<file path="config.mk">
export PLATFORM = sky130hd
export DESIGN_NAME = if_fetch_stage
export DESIGN_NICKNAME = d
export VERILOG_FILES = /design/src/rtl/cpu_pkg.sv /design/src/rtl/if_skid_buf.sv /design/src/rtl/if_fetch_stage.sv
export SDC_FILE = /design/constraint.sdc
export NUM_CORES = 1
export LEC_CHECK = 0
export BUFFER_PORTS_ARGS = -buffer_cell sky130_fd_sc_hd__buf_4
export CORE_ASPECT_RATIO = 0.8
export CORE_MARGIN = 1.5
export CORE_UTILIZATION = 55
export DETAILED_ROUTE_END_ITERATION = 16
export GPL_TIMING_DRIVEN = 0
export PLACE_DENSITY = 0.9
export REMOVE_ABC_BUFFERS = 1
export SLEW_MARGIN = 25
export SYNTH_ARGS = -nofsm -noshare
export SYNTH_HDL_FRONTEND = slang
export SYNTH_SLANG_ARGS = --single-unit
</file>
<file path="constraint.sdc">
create_clock -name clk -period 2.6 [get_ports clk]
set_clock_uncertainty 0.15 [all_clocks]
set_input_delay 0.26 -clock clk [delete_from_list [all_inputs] [get_ports clk]]
set_output_delay 0.26 -clock clk [all_outputs]
set_load 0.05 [all_outputs]
</file>
<file path="src/rtl/cpu_pkg.sv">
// Shared definitions for the MIPS-lite pipeline: fetch-stage state encoding,
// the bubble instruction and the instruction width in bytes.
package cpu_pkg;

   typedef enum logic [1:0] {
      S_REQ  = 2'd0,
      S_WAIT = 2'd1,
      S_DROP = 2'd2
   } if_state_t;

   localparam logic [31:0] NOP_INSTR   = 32'h0000_0000;
   localparam logic [31:0] INSTR_BYTES = 32'd4;

   // Redirect targets may carry junk in the byte-offset bits.
   function automatic logic [31:0] word_align(input logic [31:0] addr);
      return {addr[31:2], 2'b00};
   endfunction

endpackage

</file>
<file path="src/rtl/if_skid_buf.sv">
// One-entry {pc4, instr} holding register that catches a fetched word
// arriving while the downstream output buffer is frozen.
module if_skid_buf
   import cpu_pkg::*;
(
   input  logic        clk,
   input  logic        rst,
   input  logic        clear,
   input  logic        load,
   input  logic        drain,
   input  logic [31:0] pc4_d,
   input  logic [31:0] instr_d,
   output logic        valid,
   output logic [31:0] pc4,
   output logic [31:0] instr
);

   // Clear wins over load so a redirect can never leave a stale word behind.
   always_ff @(posedge clk) begin
      if (rst) begin
         valid <= 1'b0;
         pc4   <= '0;
         instr <= NOP_INSTR;
      end else if (clear) begin
         valid <= 1'b0;
         instr <= NOP_INSTR;
      end else if (load) begin
         valid <= 1'b1;
         pc4   <= pc4_d;
         instr <= instr_d;
      end else if (drain) begin
         valid <= 1'b0;
      end
   end

endmodule

</file>
<file path="src/rtl/if_fetch_stage.sv">
// Instruction-fetch stage: owns the PC, keeps one request outstanding to a
// variable-latency instruction memory and feeds IF/ID. IF_FETCH_STATS_EN adds counters.
module if_fetch_stage
   import cpu_pkg::*;
#(
   parameter logic [31:0] RESET_PC = 32'h0000_0000
) (
   input  logic        clk,
   input  logic        rst,
   input  logic        stall_i,
   input  logic        redirect_i,
   input  logic [31:0] redirect_pc_i,
   output logic        imem_req_o,
   output logic [31:0] imem_addr_o,
   input  logic        imem_rvalid_i,
   input  logic [31:0] imem_rdata_i,
   output logic [31:0] pc4_o,
   output logic [31:0] instr_o,
   output logic        valid_o
`ifdef IF_FETCH_STATS_EN
   ,
   output logic [31:0] fetch_cnt_o,
   output logic [31:0] bubble_cnt_o
`endif
);

   if_state_t   state, state_d;
   logic [31:0] pc, pc_req;
   logic        rsp, issue, skid_load, skid_drain;
   logic        skid_valid;
   logic [31:0] skid_pc4, skid_instr;
   logic [31:0] pc4_d, instr_d;
   logic        valid_d;

   always_ff @(posedge clk) begin
      if (rst) state <= S_REQ;
      else     state <= state_d;
   end

   // A response arriving with redirect or in S_DROP simply falls through to S_REQ.
   always_comb begin
      state_d = state;
      case (state)
         S_REQ:  if (issue) state_d = S_WAIT;
         S_WAIT: begin
            if (imem_rvalid_i)   state_d = issue ? S_WAIT : S_REQ;
            else if (redirect_i) state_d = S_DROP;
         end
         S_DROP: if (imem_rvalid_i) state_d = S_REQ;
         default: state_d = S_REQ;
      endcase
   end

   // Issue is held off while the skid is occupied or about to be filled.
   always_comb begin
      rsp       = (state == S_WAIT) && imem_rvalid_i;
      skid_load = rsp && !redirect_i && stall_i && valid_o && !skid_valid;
      issue     = !rst && !redirect_i && !skid_valid && !skid_load
                  && ((state == S_REQ) || rsp);
   end

   assign imem_req_o  = issue;
   assign imem_addr_o = pc;

   always_ff @(posedge clk) begin
      if (rst) begin
         pc     <= RESET_PC;
         pc_req <= RESET_PC;
      end else if (redirect_i) begin
         pc <= word_align(redirect_pc_i);
      end else if (issue) begin
         pc     <= pc + INSTR_BYTES;
         pc_req <= pc;
      end
   end

   if_skid_buf u_skid (
      .clk     (clk),
      .rst     (rst),
      .clear   (redirect_i),
      .load    (skid_load),
      .drain   (skid_drain),
      .pc4_d   (pc_req + INSTR_BYTES),
      .instr_d (imem_rdata_i),
      .valid   (skid_valid),
      .pc4     (skid_pc4),
      .instr   (skid_instr)
   );

   // Source priority: redirect, skid, fresh response, then bubble when not stalled.
   always_comb begin
      pc4_d      = pc4_o;
      instr_d    = instr_o;
      valid_d    = valid_o;
      skid_drain = 1'b0;
      if (redirect_i) begin
         instr_d = NOP_INSTR;
         valid_d = 1'b0;
      end else if (skid_valid && !stall_i) begin
         pc4_d      = skid_pc4;
         instr_d    = skid_instr;
         valid_d    = 1'b1;
         skid_drain = 1'b1;
      end else if (rsp && !skid_load) begin
         pc4_d   = pc_req + INSTR_BYTES;
         instr_d = imem_rdata_i;
         valid_d = 1'b1;
      end else if (!stall_i) begin
         instr_d = NOP_INSTR;
         valid_d = 1'b0;
      end
   end

   always_ff @(posedge clk) begin
      if (rst) begin
         pc4_o   <= '0;
         instr_o <= NOP_INSTR;
         valid_o <= 1'b0;
      end else begin
         pc4_o   <= pc4_d;
         instr_o <= instr_d;
         valid_o <= valid_d;
      end
   end

`ifdef IF_FETCH_STATS_EN
   // Accepted responses exclude those thrown away by a redirect or in S_DROP.
   always_ff @(posedge clk) begin
      if (rst) begin
         fetch_cnt_o  <= '0;
         bubble_cnt_o <= '0;
      end else begin
         if (rsp && !redirect_i)   fetch_cnt_o  <= fetch_cnt_o + 32'd1;
         if (!stall_i && !valid_d) bubble_cnt_o <= bubble_cnt_o + 32'd1;
      end
   end
`endif

endmodule

</file>
==> results.cfg, run 1 <==
[run_status]
outcome = finished, final reports clean

[layout]
regArea_sq_mm = 0.00376
finalNonFillerCells = 1376
final_cell_area_sq_mm = 0.0108
areaGrowthSynthToFinish_pct = 30.3
multi_input_area_sq_mm = 0.00419
fillers = 937
diodes = 0
drive_above_1_share_pct = 20.1
final_nets = 1250

[grt]
met1_usage_pct = 40.0
grt_pass1_vias = 7808
busiest_layer = met2
grt_pass1_wl_um = 39400
overflow = 0
grtUsageTotal_pct = 30.8
grt_max_degree = 104
met2_usage_pct = 49.6
met3_usage_pct = 6.74
antenna_found_initial = 0

[route]
first_pass_iters = 8
wl_per_cell_um = 18.2
drc = 0
via_count = 8631
drtIter0Drc = 1213
antenna_left = 0
wirelength_um = 25100
via_per_inst = 6.27

[logic_synthesis]
syn-instance-count = 1012
ys_ff_latch = 188
yosysWarnings = 0
syn-cell-area_sq_mm = 0.00826
yosys_most_used_dff = dfxtp_1
synthArstFlopShare_pct = 0
yosysSeqAreaShare_pct = 45.6
ys_types = 67
synth_edf_count = 0
syn_area_per_cell_sq_um = 8.16

[cts]
h-tree-depth = 4
cts_sinks = 188
clk_path_buf_depth = 2
cts_made_buffers = 17
cts_tree = built
clock_latency_ns = 0.43
clk_pin_slew_worst_paths_ns = 0.07
clockRootBuffer = clkbuf_16

[die]
boundaryPins = 167
die_w_um = 140
core_sq_mm = 0.0145
start_util_pct = 57.0
row_count = 39
die_area_sq_mm = 0.0158
die_y_um = 113

[critical_path]
cp.arrival_ns = 2.14
critPathKind = flip-flop to primary output
max_stage_delay_ns = 0.62
critPathCaptureType = primary output
path_cells = or4_4, a21o_4, clkinv_16, buf_4
worst_path_max_delay_cell = or4_4
rrSetupSlack_ns = 0.06
worstPathMaxFanout = 52
crit_required_ns = 2.19
critical_path.startpoint_type = flip-flop

[sta]
tightest_slew_ns = 0.831
post-route-period-util_pct = 98.0
hold_violations = 0
rsz0062_at_grt = true
final_max_slew_viol_count = 0
worst_hold_slack_ns = 0.0280
setup_viol = 0
fmax_mhz = 393
min_period_ns = 2.55
relSlewSlack_pct = 44.6

[placed_design]
hpwl_um = 14500
port_buffers = 160
dp.cells = 1278
placed_cell_area_sq_mm = 0.00946
place.gp.congestion = 0.836

[power]
max-vdd-ir-drop_uv = 439
power.density_mw_per_mm2 = 576
leakage_nw = 3.92

[flow_run]
maxCapViolCount = 0

[worst_hold_path]
hold_path.class = primary input to flip-flop
## layout make-up
| type | instances | share of cell area, % |
|---|---|---|
| clock inverters | 9 | 1.03 |
| clock buffers | 23 | 4.35 |
| inverters | 13 | 0.697 |
| well taps | 184 | 2.14 |
| multi-input cells | 731 | 38.9 |
| repair buffers | 228 | 17.9 |
| flip-flops and latches | 188 | 35.0 |
## critical path: cells and delay by family, from the launching register on
family                 cells  cell delay (ns)
AND/OR/NAND/NOR            1             0.62
flip-flops                 1             0.40
buffers and inverters      2             0.37
AO/OA/AOI/OAI              1             0.31
## Yosys cell counts, drive strengths merged (4+ instances only)
master | count | area, sq um
nor3b | 8 | 60.1
o21ai | 29 | 145
or3 | 6 | 37.5
or4 | 5 | 45.0
nand2 | 191 | 719
dfxtp | 188 | 3760
and3 | 12 | 75.1
o22ai | 4 | 25.0
o21a | 4 | 30.0
clkbuf | 61 | 229
nand4 | 21 | 146
nor2 | 84 | 315
a31oi | 19 | 119
nand3 | 48 | 245
o41ai | 4 | 50.1
a211oi | 16 | 120
xnor2 | 11 | 96.3
a21oi | 110 | 551
buf | 25 | 136
o211ai | 7 | 52.6
a32oi | 4 | 35.0
nor4 | 6 | 58.8
o221ai | 7 | 61.3
xor2 | 14 | 123
nor3 | 23 | 125
nand2b | 4 | 25.0
a21boi | 4 | 30.0
inv | 12 | 45.0
a222oi | 32 | 320
a211o | 7 | 61.3
## where the power goes
group          leakage, nW  internal (mW)  switching [mW]
logic                 2.12          0.242           0.378
registers             1.52           2.93          0.0826
clock network        0.278           1.47            1.10
## layer usage
layer,up-vias,part of all wire (%)
met2,510,47
met1,4063,41
met4,0,3.7
met5,-,0
met3,80,8.5
li1,3978,-
## state kept, by name, summed over array words and instances (netlist names)
| register | count |
|---|---|
| pc4_o | 30 |
| pc_req | 30 |
| u_skid.pc4 | 30 |
| u_skid.valid | 1 |
| u_skid.instr | 32 |
| state | 2 |
| instr_o | 32 |
| imem_addr_o | 30 |
| valid_o | 1 |
## worst paths after layout
path | start | end | cells after the start
worst max-delay path | u_skid.valid | imem_req_o | 4
worst min-delay path | redirect_pc_i[20] | imem_addr_o[20] | 4
worst max register to register | state[0] | instr_o[18] | 6
worst min register to register | pc4_o[9] | pc4_o[9] | 2
## cells by family (layout without fill, tap and decap cells)
logic type / Yosys count / after routing / synth area share (%)
AOI/OAI and AO/OA: 267 / 269 / 21.9
DFF: 188 / 188 / 45.6
and+or+nand+nor: 427 / 428 / 24.1
other: 1 / 4 / 0.0454
xor gates and xnor gates: 25 / 25 / 2.65
adders and majority gates: 2 / 2 / 0.303
buffers and inverters: 99 / 273 / 5.03
muxes: 3 / 3 / 0.409
## repair_timing
| item | CTS | global route |
|---|---|---|
| resized for setup | 8 | 8 |
| hold buffers | 60 | 0 |
| setup endpoints to repair | 70 | 33 |
| setup buffers | 3 | 0 |
| endpoints found under the hold margin | 91 | 0 |
| pin swaps | 1 | 0 |
| cloned | 1 | 2 |
## per-stage QoR
stage          total power [mW]  TNS, ns  setup WS [ns]  utilization, %
2_1_floorplan              3.34   -80.14          -1.24               -
3_3_place_gp               3.57  -273.61          -3.97            64.4
3_5_place_dp               3.58   -48.82          -1.42            65.3
4_1_cts                    6.17        0        0.00398            74.0
5_1_grt                    6.38  -0.0666        -0.0261            74.3
6_report                   6.20        0         0.0529            74.3
## layout by cell type (no fill, tap or decap), drive strengths merged, types with 5 or more instances in the layout
cell type    count
nor3            23
a21o             5
and3            12
dfxtp          188
dlygate4sd3     60
a211oi          16
buf            168
nor2            84
a21oi          110
xor2            14
o21ai           29
a211o            7
a31oi           19
or3              6
xnor2           11
inv             14
or4              5
nand3           48
nor4             6
nand2          191
clkbuf          23
nor3b            8
nand4           21
a222oi          32
o221ai           7
o211ai           7
Note: power is estimated with default switching activity, not from simulation.
==> run 2: changes to the inputs <==
--- a/config.mk
+++ b/config.mk
@@ -6,12 +6,11 @@
 export NUM_CORES = 1
 export LEC_CHECK = 0
 export BUFFER_PORTS_ARGS = -buffer_cell sky130_fd_sc_hd__buf_4
-export CORE_ASPECT_RATIO = 0.8
-export CORE_MARGIN = 1.5
-export CORE_UTILIZATION = 55
+export CORE_MARGIN = 2
+export CORE_UTILIZATION = 30
 export DETAILED_ROUTE_END_ITERATION = 16
 export GPL_TIMING_DRIVEN = 0
-export PLACE_DENSITY = 0.9
+export PLACE_DENSITY = 0.59
 export REMOVE_ABC_BUFFERS = 1
 export SLEW_MARGIN = 25
 export SYNTH_ARGS = -nofsm -noshare
==> run 2 against run 1 <==
Effect of this change: final area up 2.8%; global-route usage shrank 14 points; sequential share of layout area down 0.96 points; critical endpoint unchanged; largest cell class unchanged.
==> results.cfg, run 2 (synthesized netlist as in run 1, its figures left out) <==
[sta]
post-route-period-util_pct = 96.7
layout_setup_ws_ns = 0.0863
relSlewSlack_pct = 44.0
tightest_slew_ns = 0.841
setup_viol = 0
worst_hold_slack_ns = 0.0313
min_period_ns = 2.51
fmax_mhz = 398
final_max_slew_viol_count = 0
rsz0062_at_grt = false
hold_violations = 0

[cts]
cts_tree = built
clockRootBuffer = clkbuf_16
cts_made_buffers = 17
clk_pin_slew_worst_paths_ns = 0.07
clock_latency_ns = 0.44
clk_path_buf_depth = 2
cts_sinks = 188
h-tree-depth = 4

[critical_path]
worstPathMaxFanout = 52
worst_path_max_delay_cell = or4_4
critPathCaptureType = primary output
max_stage_delay_ns = 0.62
critPathKind = flip-flop to primary output
cp.arrival_ns = 2.10
path_cells = or4_4, a21o_4, clkinv_16, buf_4
crit_required_ns = 2.19
critical_path.startpoint_type = flip-flop

[route]
wirelength_um = 24700
via_per_inst = 5.25
first_pass_iters = 6
via_count = 8085
drtIter0Drc = 791
antenna_left = 0
wl_per_cell_um = 16.0
drc = 0

[layout]
final_nets = 1258
fin_util_pct = 41.0
diodes = 0
fillers = 2712
final_cell_mix = nand2_1, dfxtp_1, buf_4
regArea_sq_mm = 0.00376
multi_input_area_sq_mm = 0.00417
largestRegisters = instr_o x32, u_skid.instr x32
areaGrowthSynthToFinish_pct = 34.0
drive_above_1_share_pct = 20.7
layout_commonest_cell = nand2_1

[power]
leakage_nw = 3.99
max-vdd-ir-drop_uv = 337
power.density_mw_per_mm2 = 572

[die]
row_count = 60
boundaryPins = 167
die_y_um = 170
core_sq_mm = 0.0270
die_w_um = 170
start_util_pct = 30.6
die_area_sq_mm = 0.0289

[placed_design]
place.gp.congestion = 0.799
pre_cts_ws_ns = -1.46
port_buffers = 160
hpwl_um = 15700

[flow_run]
maxCapViolCount = 0

[worst_hold_path]
hold_path.class = primary input to flip-flop

[grt]
grtUsageTotal_pct = 16.9
grt_pass1_vias = 7479
antenna_found_initial = 0
overflow = 0
grt_pass1_wl_um = 39600
grt_max_degree = 104

[run_status]
outcome = finished, final reports clean
run 2: final cells by class:
class / instances / area share [%]
sequential: 188 / 34.0
timing repair buffer: 237 / 18.4
clock inverter: 15 / 1.60
tap: 341 / 3.85
multi-input combinational: 730 / 37.7
clock buffer: 17 / 3.84
inverter: 13 / 0.678
run 2: path summary, 6_finish.rpt:
path	start	end	slack, ns	cells after the start
worst max-delay path	u_skid.valid	imem_req_o	0.09	4
worst min-delay path	redirect_pc_i[20]	imem_addr_o[20]	0.03	4
worst max register to register	state[1]	pc4_o[11]	0.17	6
worst min register to register	u_skid.pc4[22]	u_skid.pc4[22]	0.30	2
run 2: where the power goes:
part | total (mW) | switching, mW | internal (mW) | leakage, nW
logic | 0.624 | 0.375 | 0.249 | 2.17
clock network | 2.71 | 1.25 | 1.46 | 0.296
registers | 3.01 | 0.0815 | 2.92 | 1.52
total | 6.34 | 1.71 | 4.63 | 3.99
run 2: stage by stage:
stage	power (mW)	area (sq um)	std cells	TNS, ns
after floorplan	3.34	7910	929	-80.14
after global placement	3.59	9530	1430	-346.52
after detailed placement	3.60	9730	1439	-44.48
after CTS	6.40	11000	1538	0
after global routing	6.59	11100	1541	0
final	6.34	11100	1541	0
run 2: repair_timing:
| item | in CTS | in global routing |
|---|---|---|
| buffers inserted | 4 | 3 |
| pin swaps | 1 | 0 |
| gates cloned | 2 | 0 |
| hold buffers | 61 | 0 |
| gates resized for setup | 9 | 4 |
| endpoints found under the hold margin | 93 | 0 |
| endpoints found under the setup margin | 47 | 14 |
run 2: worst max-delay path, delay by kind of cell, from the launching register on:
family / cells / cell delay [ns]
flip-flops: 1 / 0.38
AO/OA/AOI/OAI: 1 / 0.28
buffers and inverters: 2 / 0.36
AND/OR/NAND/NOR: 1 / 0.62
run 2: layer usage:
metal / part of all wire, % / GRT usage, %
met4: 1.1 / 4.53
met1: 49 / 23.2
met2: 44 / 26.5
met3: 6.6 / 4.14
met5: 0 / 0
